**src/rtl/tmr_bus_voter_ctrl.sv**
```systemverilog
// Triple-hart bitwise bus voter with per-hart consecutive-mismatch tracking
// and a TMR -> DMR -> FAIL degradation FSM.
module tmr_bus_voter_ctrl #(
    parameter int NCH        = 2,
    parameter int WIDTH      = 32,
    parameter int ERR_THRESH = 4
) (
    input  logic                   clk_i,
    input  logic                   rst_ni,
    input  logic                   valid_i,
    input  logic [3*NCH*WIDTH-1:0] bus_i,
    input  logic                   clear_i,
    output logic [NCH*WIDTH-1:0]   voted_o,
    output logic                   voted_valid_o,
    output logic [2:0]             mismatch_o,
    output logic                   error_o,
    output logic [2:0]             hart_faulty_o,
    output logic [1:0]             mode_o,
    output logic                   fatal_o
);

    localparam int HW    = NCH * WIDTH;
    localparam int CNT_W = $clog2(ERR_THRESH + 1);
    localparam logic [CNT_W-1:0] THRESH_C = CNT_W'(ERR_THRESH);

    typedef enum logic [1:0] {
        MODE_TMR  = 2'd0,
        MODE_DMR  = 2'd1,
        MODE_FAIL = 2'd2
    } mode_e;

    mode_e mode_q, mode_nxt;

    logic [HW-1:0]    hart [3];
    logic [HW-1:0]    maj_vec;
    logic [HW-1:0]    dmr_vec;
    logic [1:0]       lo_idx, hi_idx;
    logic             pair_mm;
    logic [2:0]       mm;
    logic [2:0]       reach;
    logic             any_reach, multi_reach;
    logic [CNT_W-1:0] cnt_q   [3];
    logic [CNT_W-1:0] cnt_nxt [3];

    logic [HW-1:0]    voted_p1;
    logic             vld_p1;
    logic [2:0]       mismatch_p1;
    logic [2:0]       faulty_q;

    function automatic logic [HW-1:0] maj3(input logic [HW-1:0] a,
                                           input logic [HW-1:0] b,
                                           input logic [HW-1:0] c);
        return (a & b) | (a & c) | (b & c);
    endfunction

    function automatic logic [CNT_W-1:0] sat_inc(input logic [CNT_W-1:0] v);
        return (v == THRESH_C) ? v : v + CNT_W'(1);
    endfunction

    always_comb begin
        for (int h = 0; h < 3; h++) begin
            hart[h] = bus_i[h*HW +: HW];
        end
    end

    assign maj_vec = maj3(hart[0], hart[1], hart[2]);

    // In DMR the surviving pair is the two non-faulty harts, lower index drives the bus
    always_comb begin
        lo_idx = 2'd0;
        hi_idx = 2'd1;
        if (faulty_q[0]) begin
            lo_idx = 2'd1;
            hi_idx = 2'd2;
        end else if (faulty_q[1]) begin
            lo_idx = 2'd0;
            hi_idx = 2'd2;
        end
    end

    assign dmr_vec = hart[lo_idx];
    assign pair_mm = |(hart[lo_idx] ^ hart[hi_idx]);

    always_comb begin
        mm = 3'b000;
        if (mode_q == MODE_DMR) begin
            mm[lo_idx] = pair_mm;
            mm[hi_idx] = pair_mm;
        end else begin
            for (int h = 0; h < 3; h++) begin
                mm[h] = |(hart[h] ^ maj_vec);
            end
        end
    end

    always_comb begin
        for (int h = 0; h < 3; h++) begin
            cnt_nxt[h] = cnt_q[h];
            reach[h]   = 1'b0;
            if (valid_i && (mode_q != MODE_FAIL) && !faulty_q[h]) begin
                cnt_nxt[h] = mm[h] ? sat_inc(cnt_q[h]) : '0;
                reach[h]   = (mode_q == MODE_TMR) && mm[h] &&
                             (sat_inc(cnt_q[h]) == THRESH_C);
            end
        end
    end

    assign any_reach   = |reach;
    assign multi_reach = (reach[0] & reach[1]) | (reach[0] & reach[2]) |
                         (reach[1] & reach[2]);

    always_comb begin
        mode_nxt = mode_q;
        unique case (mode_q)
            MODE_TMR: begin
                if (multi_reach)    mode_nxt = MODE_FAIL;
                else if (any_reach) mode_nxt = MODE_DMR;
            end
            MODE_DMR: begin
                if (valid_i && pair_mm) mode_nxt = MODE_FAIL;
            end
            MODE_FAIL: mode_nxt = MODE_FAIL;
            default:   mode_nxt = MODE_TMR;
        endcase
        if (clear_i) mode_nxt = MODE_TMR;
    end

    always_ff @(posedge clk_i or negedge rst_ni) begin
        if (!rst_ni) mode_q <= MODE_TMR;
        else         mode_q <= mode_nxt;
    end

    // Stage p1: registered vote, valid, mismatch flags and fault tracking
    always_ff @(posedge clk_i or negedge rst_ni) begin
        if (!rst_ni) begin
            voted_p1    <= '0;
            vld_p1      <= 1'b0;
            mismatch_p1 <= 3'b000;
            faulty_q    <= 3'b000;
            for (int h = 0; h < 3; h++) cnt_q[h] <= '0;
        end else begin
            if (valid_i) voted_p1 <= (mode_q == MODE_DMR) ? dmr_vec : maj_vec;
            vld_p1 <= valid_i && (mode_nxt != MODE_FAIL);
            if (clear_i) begin
                mismatch_p1 <= 3'b000;
                faulty_q    <= 3'b000;
                for (int h = 0; h < 3; h++) cnt_q[h] <= '0;
            end else begin
                mismatch_p1 <= valid_i ? mm : 3'b000;
                faulty_q    <= faulty_q | reach;
                for (int h = 0; h < 3; h++) cnt_q[h] <= cnt_nxt[h];
            end
        end
    end

    assign voted_o       = voted_p1;
    assign voted_valid_o = vld_p1;
    assign mismatch_o    = mismatch_p1;
    assign error_o       = |mismatch_p1;
    assign hart_faulty_o = faulty_q;
    assign mode_o        = mode_q;
    assign fatal_o       = (mode_q == MODE_FAIL);

endmodule

```
**config.mk**
```make
export PLATFORM = sky130hd
export DESIGN_NAME = tmr_bus_voter_ctrl
export DESIGN_NICKNAME = d
export VERILOG_FILES = /design/src/rtl/tmr_bus_voter_ctrl.sv
export SDC_FILE = /design/constraint.sdc
export NUM_CORES = 1
export LEC_CHECK = 0
export BUFFER_PORTS_ARGS = -buffer_cell sky130_fd_sc_hd__buf_4
export CAP_MARGIN = 20
export CORE_ASPECT_RATIO = 0.9
export CORE_MARGIN = 4
export CORE_UTILIZATION = 61
export DETAILED_ROUTE_END_ITERATION = 6
export PLACE_DENSITY = 0.89
export SYNTH_ARGS = -nofsm -noshare
export SYNTH_HDL_FRONTEND = slang
export SYNTH_SLANG_ARGS = --single-unit
export TNS_END_PERCENT = 1
```
**constraint.sdc**
```tcl
create_clock -name clk_i -period 6 [get_ports clk_i]
set_clock_uncertainty 0.05 [all_clocks]
set_input_delay 1.2 -clock clk_i [delete_from_list [all_inputs] [get_ports clk_i]]
set_output_delay 1.2 -clock clk_i [all_outputs]
set_load 0.005 [all_outputs]
```
# Yosys cells after proc, flatten, opt, wreduce, memory -nomap -nowiden

Index checks and enable logic that the tools add are counted.

Bits in registers: 82
Input port bits: 196
Output and inout bits: 75
Logic and storage cells: 109

Add/sub/neg operators: 3
$lt $le $gt $ge: 6
Equal/unequal tests: 10
Mux-type cells: 37
Bitwise operators: 18
Reduce and logical (&&, ||, !) cells: 27

Operators by type and width:

| operator                                                                             | count |
|---|---|
| 64-bit two-way mux                                                                   | 5 |
| 64-bit binary-select mux with 2-bit select                                           | 2 |
| 64-bit OR reduction                                                                  | 4 |
| 64-bit XOR                                                                           | 4 |
| 64-bit bitwise AND                                                                   | 3 |
| 64-bit bitwise OR                                                                    | 2 |
| 3-bit two-way mux                                                                    | 13 |
| 3-bit equality test (second input constant)                                          | 6 |
| 1-bit logical AND                                                                    | 14 |
| 2-bit two-way mux                                                                    | 6 |
| 3-bit by 1-bit adder with 3-bit output (second input constant)                       | 3 |
| 9-bit two-way mux                                                                    | 1 |
| 3-bit greater-or-equal comparator (second input constant)                            | 2 |
| 2-bit by 3-bit less-than comparator with 1-bit output (second input constant)        | 2 |
| 1-bit two-way mux                                                                    | 6 |
| 2-bit inverter with 3-bit output                                                     | 2 |
| 2-bit one-hot mux with 3 select lines                                                | 1 |
| 2-bit nonzero test                                                                   | 3 |
| 3-bit OR reduction                                                                   | 2 |
| 1-bit demux with 2-bit select                                                        | 2 |
| 2-bit by 1-bit greater-or-equal comparator with 1-bit output (second input constant) | 2 |
| 2-bit inequality test (second input constant)                                        | 2 |
| 1-bit bitwise AND                                                                    | 3 |
| 3-bit bitwise AND                                                                    | 1 |
| 7 further kinds                                                                      | 10 |

# Longest topological paths before layout

Gate-level depths: netlist of the first run.

Depth in word-level cells: 22
Mapped depth: 11
Depth with buffers taken out: 10

# Least setup slack after synthesis of the first run

OpenSTA, ideal clock, no wires.

Kind: in2reg
From: in bus_i[73]
To: reg mode_q[1] (netlist: mode_o[1])
Library setup time: 0.119 ns
Data arrival time: 3.530 ns
Required time: 5.831 ns
Path slack: 2.302 ns
Cell stages on the path: 10
Path buffers: 1
Cells stage by stage: buf_4 nor3b_1 or4_1 or4_1 nor4_1 nand4_1 o2111ai_2 inv_2 a22o_1 o21ba_1

Longest elaborated chain between the ends: 17
Elaborated cells on any way between the ends: 42
Those cells by class: 16 x mux; 14 x bitwise; 12 x reduce/logical

Ends and longest elaborated chain:

| element                                               | line | source |
|---|---|---|
| start, declared                                       | 11   | `input logic [3*NCH*WIDTH-1:0] bus_i,` |
| 64-bit binary-select mux with 2-bit select            | 82   | `assign pair_mm = \|(hart[lo_idx] ^ hart[hi_idx]);` |
| 64-bit two-way mux (not written as such) (2 in a row) | 82   |  |
| 64-bit XOR                                            | 82   |  |
| 64-bit OR reduction                                   | 82   |  |
| 3-bit bitwise AND (no line)                           | -    |  |
| 3-bit bitwise mux                                     | 88   | `mm[hi_idx] = pair_mm;` |
| 3-bit two-way mux                                     | 86   | `if (mode_q == MODE_DMR) begin` |
| 1-bit logical AND (2 in a row)                        | 102  | `reach[h] = (mode_q == MODE_TMR) && mm[h] &&` |
| 1-bit two-way mux                                     | 100  | `if (valid_i && (mode_q != MODE_FAIL) && !faulty_q[h]) begin` |
| 1-bit bitwise AND                                     | 109  | `assign multi_reach = (reach[0] & reach[1]) \| (reach[0] & reach[2]) \|` |
| 1-bit bitwise OR (2 in a row)                         | 109  |  |
| 2-bit two-way mux                                     | 116  | `if (multi_reach) mode_nxt = MODE_FAIL;` |
| 2-bit one-hot mux with 3 select lines *               | 114  | `unique case (mode_q)` |
| 2-bit two-way mux *                                   | 125  | `if (clear_i) mode_nxt = MODE_TMR;` |
| via mode_nxt[1]                                       | 32   | `mode_e mode_q, mode_nxt;` |
| end signal, assigned                                  | 130  | `else mode_q <= mode_nxt;` |
| end, declared                                         | 32   |  |

The timed path passes the listed nets; every way through them passes the cells marked *. The select of a mux whose other input is x is not followed.
A chain may end at the register's enable or synchronous reset.

# Worst setup path in the final report of the first run

From: in bus_i[48]
To: reg vld_p1 (netlist: voted_valid_o)

Longest elaborated chain between the ends: 19
Elaborated cells on any way between the ends: 44
Those cells by class: 1 x eq/ne; 16 x mux; 14 x bitwise; 13 x reduce/logical

Ends and longest elaborated chain:

| element                                               | line | source |
|---|---|---|
| 64-bit binary-select mux with 2-bit select            | 82   |  |
| 64-bit two-way mux (not written as such) (2 in a row) | 82   |  |
| 64-bit XOR                                            | 82   |  |
| 64-bit OR reduction                                   | 82   |  |
| 3-bit bitwise AND (no line)                           | -    |  |
| 3-bit bitwise mux                                     | 88   |  |
| 3-bit two-way mux                                     | 86   |  |
| 1-bit logical AND (2 in a row)                        | 102  |  |
| 1-bit two-way mux                                     | 100  |  |
| 1-bit bitwise AND                                     | 109  |  |
| 1-bit bitwise OR (2 in a row)                         | 109  |  |
| 2-bit two-way mux                                     | 116  |  |
| 2-bit one-hot mux with 3 select lines *               | 114  |  |
| 2-bit two-way mux *                                   | 125  |  |
| 2-bit inequality test *                               | 143  | `vld_p1 <= valid_i && (mode_nxt != MODE_FAIL);` |
| 1-bit logical AND *                                   | 143  |  |
| end signal, assigned                                  | 143  |  |
| end, declared                                         | 46   | `logic vld_p1;` |

Every way passes the cells marked *; elsewhere a longest branch is shown, timed or not. The select of a mux whose other input is x is not followed.

==> results of run 1 <==
[worst register-to-register path, delay by kind of cell, from the launching register on]
kind | cells | cell delay (ns)
flops | 1 | 0.95
simple gates | 4 | 1.19
mux | 1 | 0.28
xor+xnor | 1 | 0.17
buf+inv | 1 | 0.43
compound gates | 3 | 0.84
[layout make-up]
| class | instances | area (um2) |
|---|---|---|
| Multi-Input combinational cell | 1205 | 8410 |
| Fill cell | 1451 | 5160 |
| Timing Repair Buffer | 278 | 2090 |
| Sequential cell | 82 | 2060 |
| Tap cell | 245 | 307 |
| Clock buffer | 9 | 225 |
| Inverter | 46 | 173 |
| Clock inverter | 7 | 108 |
[through the flow]
step	setup WS, ns	util	hold WS, ns
finish	1.92	0.722	0.462
detailed placement	1.23	0.703	0.448
floorplan	2.30	-	0.455
CTS	1.60	0.721	0.466
global placement	1.26	0.703	0.440
global route	1.87	0.722	0.473
[cell usage after synthesis (4+ instances only)]
master | count | area (um2)
nand3_1 | 16 | 80.1
a2bb2oi_1 | 5 | 43.8
mux2i_1 | 67 | 671
or3b_2 | 16 | 140
xnor2_1 | 116 | 1020
dfrtp_1 | 82 | 2050
and3b_1 | 31 | 272
buf_6 | 9 | 101
inv_1 | 45 | 169
nand2_1 | 62 | 233
clkbuf_1 | 189 | 709
o21ai_0 | 20 | 100
mux2_2 | 65 | 732
nor3_1 | 68 | 340
a31oi_1 | 9 | 56.3
xor2_1 | 11 | 96.3
nor3b_1 | 112 | 841
a21oi_1 | 113 | 566
nand4_1 | 50 | 313
buf_2 | 11 | 55.1
ha_1 | 6 | 75.1
a211oi_1 | 59 | 443
nand3b_1 | 67 | 503
nand2b_1 | 20 | 125
a32oi_1 | 4 | 35.0
or4_1 | 7 | 52.6
o2111ai_1 | 14 | 123
nor4_1 | 48 | 300
nor2_1 | 103 | 387
buf_1 | 10 | 37.5
o22ai_1 | 18 | 113
a2111oi_0 | 11 | 96.3
nor2b_1 | 47 | 294
[routing by layer]
layer,wire [um],global-route usage,vias to the layer above
li1,-,-,5728
met1,18800,0.601,6192
met2,20900,0.664,1113
met3,7200,0.128,221
met4,3310,0.234,4
met5,24,0,-
[report_power, final]
part	switching [mW]	total (mW)	internal [mW]	leakage (nW)
combinational	0.568	1.02	0.456	3.98
sequential	0.0513	0.678	0.627	0.995
clock	0.293	0.667	0.374	0.160
[sequential cells by signal, indices dropped and copies added (netlist names)]
register,cells
voted_o,64
mode_o,2
hart_faulty_o,3
voted_valid_o,1
cnt_q,9
mismatch_o,3
[cell families (layout without fill, tap and decap cells)]
logic type               after synthesis  after routing  share of synthesized area
AO/OA/AOI/OAI                        282            282                      0.159
XOR/XNOR                             127            127                     0.0959
adder cells (fa/ha/maj)                6              6                    0.00648
buffers and inverters                271            340                     0.0990
flip-flops                            82             82                      0.177
multiplexers                         132            132                      0.121
AND/OR/NAND/NOR                      658            658                      0.342
[path summary, 6_finish.rpt]
check                      slack, ns  cells after the start          endpoint
setup / recovery                1.92                     11     voted_valid_o
hold / removal                  0.46                      1       voted_o[27]
setup reg to reg                2.00                     10          cnt_q[6]
hold reg to reg                 0.46                      1       voted_o[27]
max in group asynchronous       4.07                      2  hart_faulty_o[1]
min in group asynchronous       0.72                      1        voted_o[6]
==> results.yml, run 1 <==
run_status:
  status: "finished, violations left"
  violations: "DRC"
drt:
  vias_per_cell: 7.08
  drt-wirelength-per-cell_um: 26.8
  drc_errors: 1
  drt-total-wl_um: 50200
  ant_nets: 0
  drt_iter0_drc: 2047
  vias: 13300
  first_pass_iters: 7
worst_setup_path:
  crit_type: "in -> reg"
  crit_family: "simple AND/OR/NAND/NOR gates"
  startpoint: "bus_i[48]"
  crit_chain: "buf_4 -> and3b_1 -> a2111oi_0 -> dlymetal6s2s_1 -> nand4_1 -> nor4_1 -> nand4_1 -> nor2_1 -> o21ai_0 -> a221oi_2 -> o21a_1"
  crit_buf_inv: 2
  path_common_cell: "nand4_1"
  reg2reg_from: "hart_faulty_o[1]"
  critPathArrivalTime_ns: 4.34
  critPathMaxStageDelay_ns: 0.46
  required_ns: 6.26
  crit_path_end_kind: "register"
  start_kind: "primary input"
  crit_slowest_cell: "nor4_1"
  crit_fanout: 10
timing:
  slew_headroom: 0.221
  rsz0062_at_grt: "no"
  setup_viol_count_final: 0
  timing.final.max_slew_violations: 0
  clock.fmax_ghz: 0.245
  tightestPinTransition_ns: 1.14
  min_period_ns: 4.08
  fin_setup_tns_ns: 0
  hold_viol_final: 0
  min_period_over_period: 0.681
power_and_ir_drop:
  finalPower_mw: 2.37
  p_leak_nw: 5.13
  ir_drop_mv: 0.147
  pwr_density_cell_mw_per_mm2: 177
yosys:
  syn_inst: 1558
  synthesis.nets: 1760
  synth_edf_count: 0
  yosysWarnings: 0
  ys_seq_elements: 82
  synthArstFlopShare: 1.00
  syn_area_mm2: 0.0116
  yosys.cell_types.count: 64
  ys_seq_area_frac: 0.177
  synthFlopType: "dfrtp_1"
  syn_area_per_cell_um2: 7.44
placed_design:
  gp_congestion: 1.12
  place_area_mm2: 0.0130
  portBuffers: 270
  place_hpwl_um: 38700
  dp_cells: 1855
finish:
  final_common_cell: "buf_4"
  synthToLayoutAreaGrowth_pct: 15.3
  nets: 1824
  drive_gt1_frac: 0.235
  final_cells: 1872
  antenna-diode-count: 0
  fin_area_mm2: 0.0134
  final_cell_mix: "buf_4 (277), xnor2_1 (116), a21oi_1 (113), nor3b_1 (112), nor2_1 (103)"
clocking:
  cts_setup_buffers: 0
  clock_tree.root_cell: "clkbuf_16"
  h-tree-depth: 3
  postCtsHoldBufs: 0
  post_cts_resized: 0
  max-clock-path-buffers: 2
  clock_sinks: 82
  path_clk_slew_ns: 0.07
  worst_skew_pair.late_latency_ns: 0.37
  cts_tree: "yes"
  cts_made_buffers: 9
floorplanning:
  rows: 47
  io_pins: 271
  initial_core_util: 0.626
  fp.dieW_um: 153
  core_area_mm2: 0.0185
  dieArea_mm2: 0.0213
  die-height_um: 139
global_routing:
  grt_pass1_wl_um: 74600
  grt_max_degree: 71
  gr-total-overflow: 0
  grt_usage: 0.450
  antenna_found_initial: 2
  grt_pass1_vias: 12100
job:
  cap_violations: 0
min_path:
  worstHoldStart: "voted_o[27]"
  hold_path_class: "reg -> reg"
(Power assumes the default switching activity.)
==> run 2: changes to the inputs <==
--- a/config.mk
+++ b/config.mk
@@ -9,9 +9,9 @@
 export CAP_MARGIN = 20
 export CORE_ASPECT_RATIO = 0.9
 export CORE_MARGIN = 4
-export CORE_UTILIZATION = 61
+export CORE_UTILIZATION = 51
 export DETAILED_ROUTE_END_ITERATION = 6
-export PLACE_DENSITY = 0.89
+export PLACE_DENSITY = 0.79
 export SYNTH_ARGS = -nofsm -noshare
 export SYNTH_HDL_FRONTEND = slang
 export SYNTH_SLANG_ARGS = --single-unit
==> constraint.sdc (replaced) <==
create_clock -name clk_i -period 3.3 [get_ports clk_i]
set_clock_uncertainty 0.05 [all_clocks]
set_input_delay 0.66 -clock clk_i [delete_from_list [all_inputs] [get_ports clk_i]]
set_output_delay 0.66 -clock clk_i [all_outputs]
set_load 0.005 [all_outputs]
==> run 2 against run 1 <==
Compared with the run above:
- the run now ends clean
- hold slack worse by 0.18 ns
- wire length up 6.4%
- worst setup slack worse by 1.8 ns
- non-clock buffer count up 122
- largest power group unchanged
- highest routed layer is now met4
==> results.yml, run 2 (same netlist as run 1, synthesis figures left out) <==
timing:
  min_period_ns: 3.21
  hold_viol_final: 0
  min_period_over_period: 0.973
  hold_slack_ns: 0.282
  setup_viol_count_final: 0
  timing.final.max_slew_violations: 0
  tightestPinTransition_ns: 0.874
  clock.fmax_ghz: 0.311
  slew_headroom: 0.417
worst_setup_path:
  critPathArrivalTime_ns: 3.41
  crit_fanout: 5
  crit_chain: "buf_4 -> and3b_1 -> or4_1 -> or4_1 -> nor4_1 -> nand4_1 -> o2111ai_2 -> inv_2 -> a22o_1 -> o21ba_1"
  reg2regPathDepth: 12
  crit_family: "simple AND/OR/NAND/NOR gates"
  path_common_cell: "or4_1"
  r2r_end: "cnt_q[1]"
  critPathMaxStageDelay_ns: 0.59
  rrSetupSlack_ns: 0.10
  reg2reg_from: "hart_faulty_o[1]"
  required_ns: 3.50
  crit_path_end_kind: "register"
  start_kind: "primary input"
  crit_slowest_cell: "or4_1"
  crit_buf_inv: 2
  crit_type: "in -> reg"
floorplanning:
  dieArea_mm2: 0.0252
  rows: 52
  core_area_mm2: 0.0224
  io_pins: 271
  initial_core_util: 0.516
  die-height_um: 151
  fp.dieW_um: 167
global_routing:
  gr-total-overflow: 0
  grt_pass1_vias: 12100
  antenna_found_initial: 1
  grt_max_degree: 64
  grt_usage: 0.400
  grt_pass1_wl_um: 76700
clocking:
  worst_skew_pair.late_latency_ns: 0.36
  path_clk_slew_ns: 0.07
  cts_tree: "yes"
  clock_sinks: 82
  h-tree-depth: 3
  cts_made_buffers: 9
  max-clock-path-buffers: 2
  clock_tree.root_cell: "clkbuf_16"
drt:
  drt_iter0_drc: 1843
  ant_nets: 0
  drt-wirelength-per-cell_um: 26.1
  drc_errors: 0
  drt-total-wl_um: 53400
  first_pass_iters: 6
  vias_per_cell: 6.65
  vias: 13600
placed_design:
  gp_congestion: 1.08
  place_hpwl_um: 42400
  portBuffers: 270
  place_area_mm2: 0.0140
power_and_ir_drop:
  pwr_density_cell_mw_per_mm2: 304
  p_leak_nw: 5.72
  finalPower_mw: 4.37
  ir_drop_mv: 0.241
job:
  cap_violations: 0
finish:
  largest_register_ffs: 64
  fin_area_mm2: 0.0144
  final_cell_mix: "buf_4 (396), xnor2_1 (116), a21oi_1 (113), nor3b_1 (112), nor2_1 (103)"
  synthToLayoutAreaGrowth_pct: 24.1
  drive_gt1_frac: 0.291
  final_common_cell: "buf_4"
  nets: 1946
  nFillCells: 1987
min_path:
  hold_path_class: "in -> async"
run_status:
  status: "finished clean"
## run 2: changes by cell type in the layout (fill, tap and decap cells not counted), sizes merged
| cell | delta |
|---|---|
| buf | +123 |
| diode | +1 |
| bufinv | -1 |
| clkinv | -1 |
| dlymetal6s2s | -1 |
| clkinvlp | +1 |
| clkbuf | +1 |
## run 2: stage by stage
step	util	worst slack [ns]	setup TNS, ns	cells
after floorplan	-	0.142	0	1558
after global placement	0.625	-0.161	-0.533	2028
after detailed placement	0.625	-0.225	-0.714	2028
after CTS	0.639	0.0509	0	2044
after global routing	0.641	-0.00944	-0.00944	2046
final	0.641	0.0887	0	2047
## run 2: per-layer routing
metal / part of all wire / track usage
met2: 0.41 / 0.591
met1: 0.40 / 0.552
met5: 0 / 0
met3: 0.13 / 0.104
met4: 0.050 / 0.175
## run 2: power by group
group	switching (mW)	total [mW]	internal, mW
sequential	0.0905	1.23	1.14
combinational	1.07	1.99	0.921
clock	0.533	1.15	0.618
## run 2: worst max path at each step
stage / start / end / cells past startpoint
CTS: hart_faulty_o[1] / cnt_q[7] / 12
floorplan: bus_i[73] / mode_o[1] / 10
detailed placement: bus_i[144] / mode_o[1] / 10
global route: hart_faulty_o[1] / cnt_q[7] / 12
finish: bus_i[144] / mode_o[1] / 10
global placement: bus_i[144] / mode_o[1] / 10
## run 2: final cells by class
class                   count  area, um2  area share
inverters                  46        173      0.0120
diodes                      1       2.50    0.000174
clock buffers              10        239      0.0166
clock inverters             6       71.3     0.00496
flip-flops and latches     82       2060       0.143
multi-input cells        1205       8430       0.585
repair buffers            400       3050       0.212
well taps                 297        372      0.0258
## run 2: what timing repair did
item | CTS | global route
gates resized for setup | 0 | 4
buffers inserted | 0 | 2
endpoints found under the hold margin | 0 | 0
endpoints found under the setup margin | 0 | 8
hold buffers | 0 | 0
==> run 3: changes to the inputs <==
--- a/config.mk
+++ b/config.mk
@@ -5,13 +5,13 @@
 export SDC_FILE = /design/constraint.sdc
 export NUM_CORES = 1
 export LEC_CHECK = 0
+export ABC_AREA = 1
 export BUFFER_PORTS_ARGS = -buffer_cell sky130_fd_sc_hd__buf_4
 export CAP_MARGIN = 20
 export CORE_ASPECT_RATIO = 0.9
 export CORE_MARGIN = 4
-export CORE_UTILIZATION = 51
+export CORE_UTILIZATION = 29
 export DETAILED_ROUTE_END_ITERATION = 6
-export PLACE_DENSITY = 0.79
 export SYNTH_ARGS = -nofsm -noshare
 export SYNTH_HDL_FRONTEND = slang
 export SYNTH_SLANG_ARGS = --single-unit
==> run 3 against run 2 <==
Compared with the run above:
- sequential power shrank 4%
- wire length up 14%
- worst setup slack gained 0.19 ns
- maximum frequency increased by 6.2%
- register-to-register slack improved by 0.17 ns
- sequential share of layout area grew 1.1 points
- non-clock buffer count down 51
- critical path type is now reg -> reg
- largest cell class unchanged
- largest power group unchanged
==> results.yml, run 3 <==
timing:
  tightestPinTransition_ns: 0.933
  rsz0062_at_grt: "no"
  hold_viol_final: 0
  setup_viol_count_final: 0
  timing.final.max_slew_violations: 0
  min_period_ns: 3.03
  min_period_over_period: 0.917
  setup_slack_ns: 0.275
  slew_headroom: 0.378
  fin_setup_tns_ns: 0
  clock.fmax_ghz: 0.331
finish:
  fin_area_mm2: 0.0134
  final_common_cell: "nand2_1"
  nets: 2406
  final_cell_mix: "nand2_1 (678), buf_4 (341), o21ai_0 (306), inv_1 (250), nor2_1 (195)"
  largest_register_ffs: 64
  final_util: 0.390
  drive_gt1_frac: 0.171
  nFillCells: 3849
  synthToLayoutAreaGrowth_pct: 31.9
  antenna-diode-count: 0
yosys:
  yosys.cell_types.count: 37
  yosys-top-cells-area: "nand2_1 (25%), dfrtp_1 (20%), o21ai_0 (15%)"
  synth_edf_count: 0
  synthArstFlopShare: 1.00
  synthesis.nets: 2104
  synth_top_area_share: 0.251
  syn_area_mm2: 0.0101
  ys_top_cells_by_count: "nand2_1 (679), o21ai_0 (306), inv_1 (250)"
  syn_area_per_cell_um2: 5.33
  ys_seq_area_frac: 0.202
  syn_inst: 1902
  yosysWarnings: 0
  synth_most_common_cell: "nand2_1"
  synth_top_area_cell: "nand2_1"
  ys_seq_elements: 82
  synthFlopType: "dfrtp_1"
floorplanning:
  core_area_mm2: 0.0343
  initial_core_util: 0.296
  dieArea_mm2: 0.0380
  io_pins: 271
  fp.dieW_um: 205
  die-height_um: 185
  rows: 64
worst_setup_path:
  crit_path_end_kind: "register"
  reg2regPathDepth: 19
  path_common_cell: "nand2_1"
  critPathMaxStageDelay_ns: 0.54
  crit_slowest_cell: "dfrtp_4"
  crit_type: "reg -> reg"
  crit_fanout: 28
  required_ns: 3.57
  reg2reg_from: "hart_faulty_o[0]"
  critPathArrivalTime_ns: 3.29
  rrSetupSlack_ns: 0.27
  start_kind: "register"
  crit_chain: "nor2_4 -> buf_12 -> buf_12 -> nand2_1 -> nand3_1 -> nand2_1 -> nor2_1 -> nand2_1 -> nor2_1 -> nand2_1 -> nor2_2 -> nand2_2 -> nand2_1 -> nand2_1 -> nand3_1 -> nor2_2 -> nand2_1 -> nand3_1 -> a21oi_1"
  r2r_end: "mode_o[0]"
drt:
  first_pass_iters: 7
  drt_iter0_drc: 1671
  drt-total-wl_um: 61100
  highest_layer: "met4"
  wl_met2_um: 26500
  met3WireLength_um: 6430
  drt-wirelength-per-cell_um: 22.9
  vias: 14600
  drc_errors: 0
  ant_nets: 0
  m1WireLength_um: 26600
  vias_per_cell: 5.45
global_routing:
  grt_pass1_vias: 13500
  gr-total-overflow: 0
  antenna_found_initial: 1
  grt_pass1_wl_um: 87600
  grt_max_degree: 70
  grt_usage: 0.310
clocking:
  cts_made_buffers: 9
  max-clock-path-buffers: 2
  h-tree-depth: 3
  cts_setup_buffers: 0
  clock_sinks: 82
  path_clk_slew_ns: 0.07
  cts_tree: "yes"
  post_cts_resized: 0
  worst_skew_pair.late_latency_ns: 0.38
  clock_tree.root_cell: "clkbuf_16"
  postCtsHoldBufs: 0
power_and_ir_drop:
  p_comb_frac: 0.444
  clkPwrFrac: 0.260
  p_int_mw: 2.30
  p_seq_frac: 0.296
  pwr_density_cell_mw_per_mm2: 299
  ir_drop_mv: 0.245
  finalPower_mw: 4.00
  p_leak_nw: 7.22
  switchingPower_mw: 1.69
  switching_share: 0.423
job:
  cap_violations: 0
placed_design:
  place_area_mm2: 0.0131
  dpl_worst_slack_ns: 0.321
  portBuffers: 270
  gp_congestion: 1.03
  place_hpwl_um: 49800
min_path:
  hold_path_class: "in -> async"
run_status:
  status: "finished clean"
[run 3: cell types whose count changed after synthesis, sizes merged, moves of 68 or more]
cell,delta
clkbuf,-163
xnor2,-115
nand2,+619
nor3b,-113
nor3,-68
a21oi,-98
inv,+206
o21ai,+310
nor2,+96
o22ai,+93
nand3,+84
[run 3: metrics by stage]
| stage | instances | hold slack (ns) |
|---|---|---|
| 3_5_place_dp | 2655 | 0.419 |
| 3_3_place_gp | 2655 | 0.420 |
| 5_1_grt | 2671 | 0.197 |
| 2_1_floorplan | 1902 | 0.314 |
| 6_report | 2671 | 0.181 |
| 4_1_cts | 2671 | 0.184 |
[run 3: routing by layer]
layer / global-route usage / vias to the layer above
met5: 0 / -
met1: 0.444 / 6822
met2: 0.484 / 841
met3: 0.0530 / 80
met4: 0.0830 / 0
li1: - / 6820
[run 3: worst max path at each step]
stage                startpoint  slack [ns]             to  cells past startpoint
2_1_floorplan         bus_i[82]        1.06  voted_valid_o                     15
3_3_place_gp         bus_i[109]        0.33      mode_o[0]                     13
3_5_place_dp         bus_i[109]        0.32  voted_valid_o                     13
4_1_cts        hart_faulty_o[0]        0.37      mode_o[0]                     19
5_1_grt        hart_faulty_o[0]        0.09      mode_o[0]                     18
6_report       hart_faulty_o[0]        0.27      mode_o[0]                     19
[run 3: final cells by class]
cell class / instances / area [um2] / area share
multi-input combinational: 1507 / 6790 / 0.508
timing repair buffer: 349 / 2720 / 0.203
sequential: 82 / 2060 / 0.154
inverter: 255 / 957 / 0.0716
tap: 462 / 578 / 0.0432
clock buffer: 11 / 233 / 0.0174
clock inverter: 5 / 41.3 / 0.00309
[run 3: power by group through the flow]
stage	clock network [mW]	logic (mW)	registers, mW
6_report	1.04	1.77	1.18
5_1_grt	1.08	1.92	1.20
4_1_cts	1.06	1.74	1.18
3_5_place_dp	0	1.73	1.20
3_3_place_gp	0	1.72	1.20
2_1_floorplan	0	0.768	1.19
[run 3: logic make-up (layout without fill, tap and decap cells)]
kind of cell	after synthesis	in the layout	synth area share
compound gates	487	487	0.262
xor+xnor	6	6	0.00518
fa+ha+maj	6	6	0.00740
buf+inv	313	620	0.128
flops	82	82	0.202
simple gates	1008	1008	0.395
[run 3: critical path: cells and delay by family (launching register included)]
family | cells | cell delay, ns
AO/OA/AOI/OAI | 1 | 0.12
buffers and inverters | 2 | 0.43
flip-flops | 1 | 0.54
AND/OR/NAND/NOR | 16 | 1.77
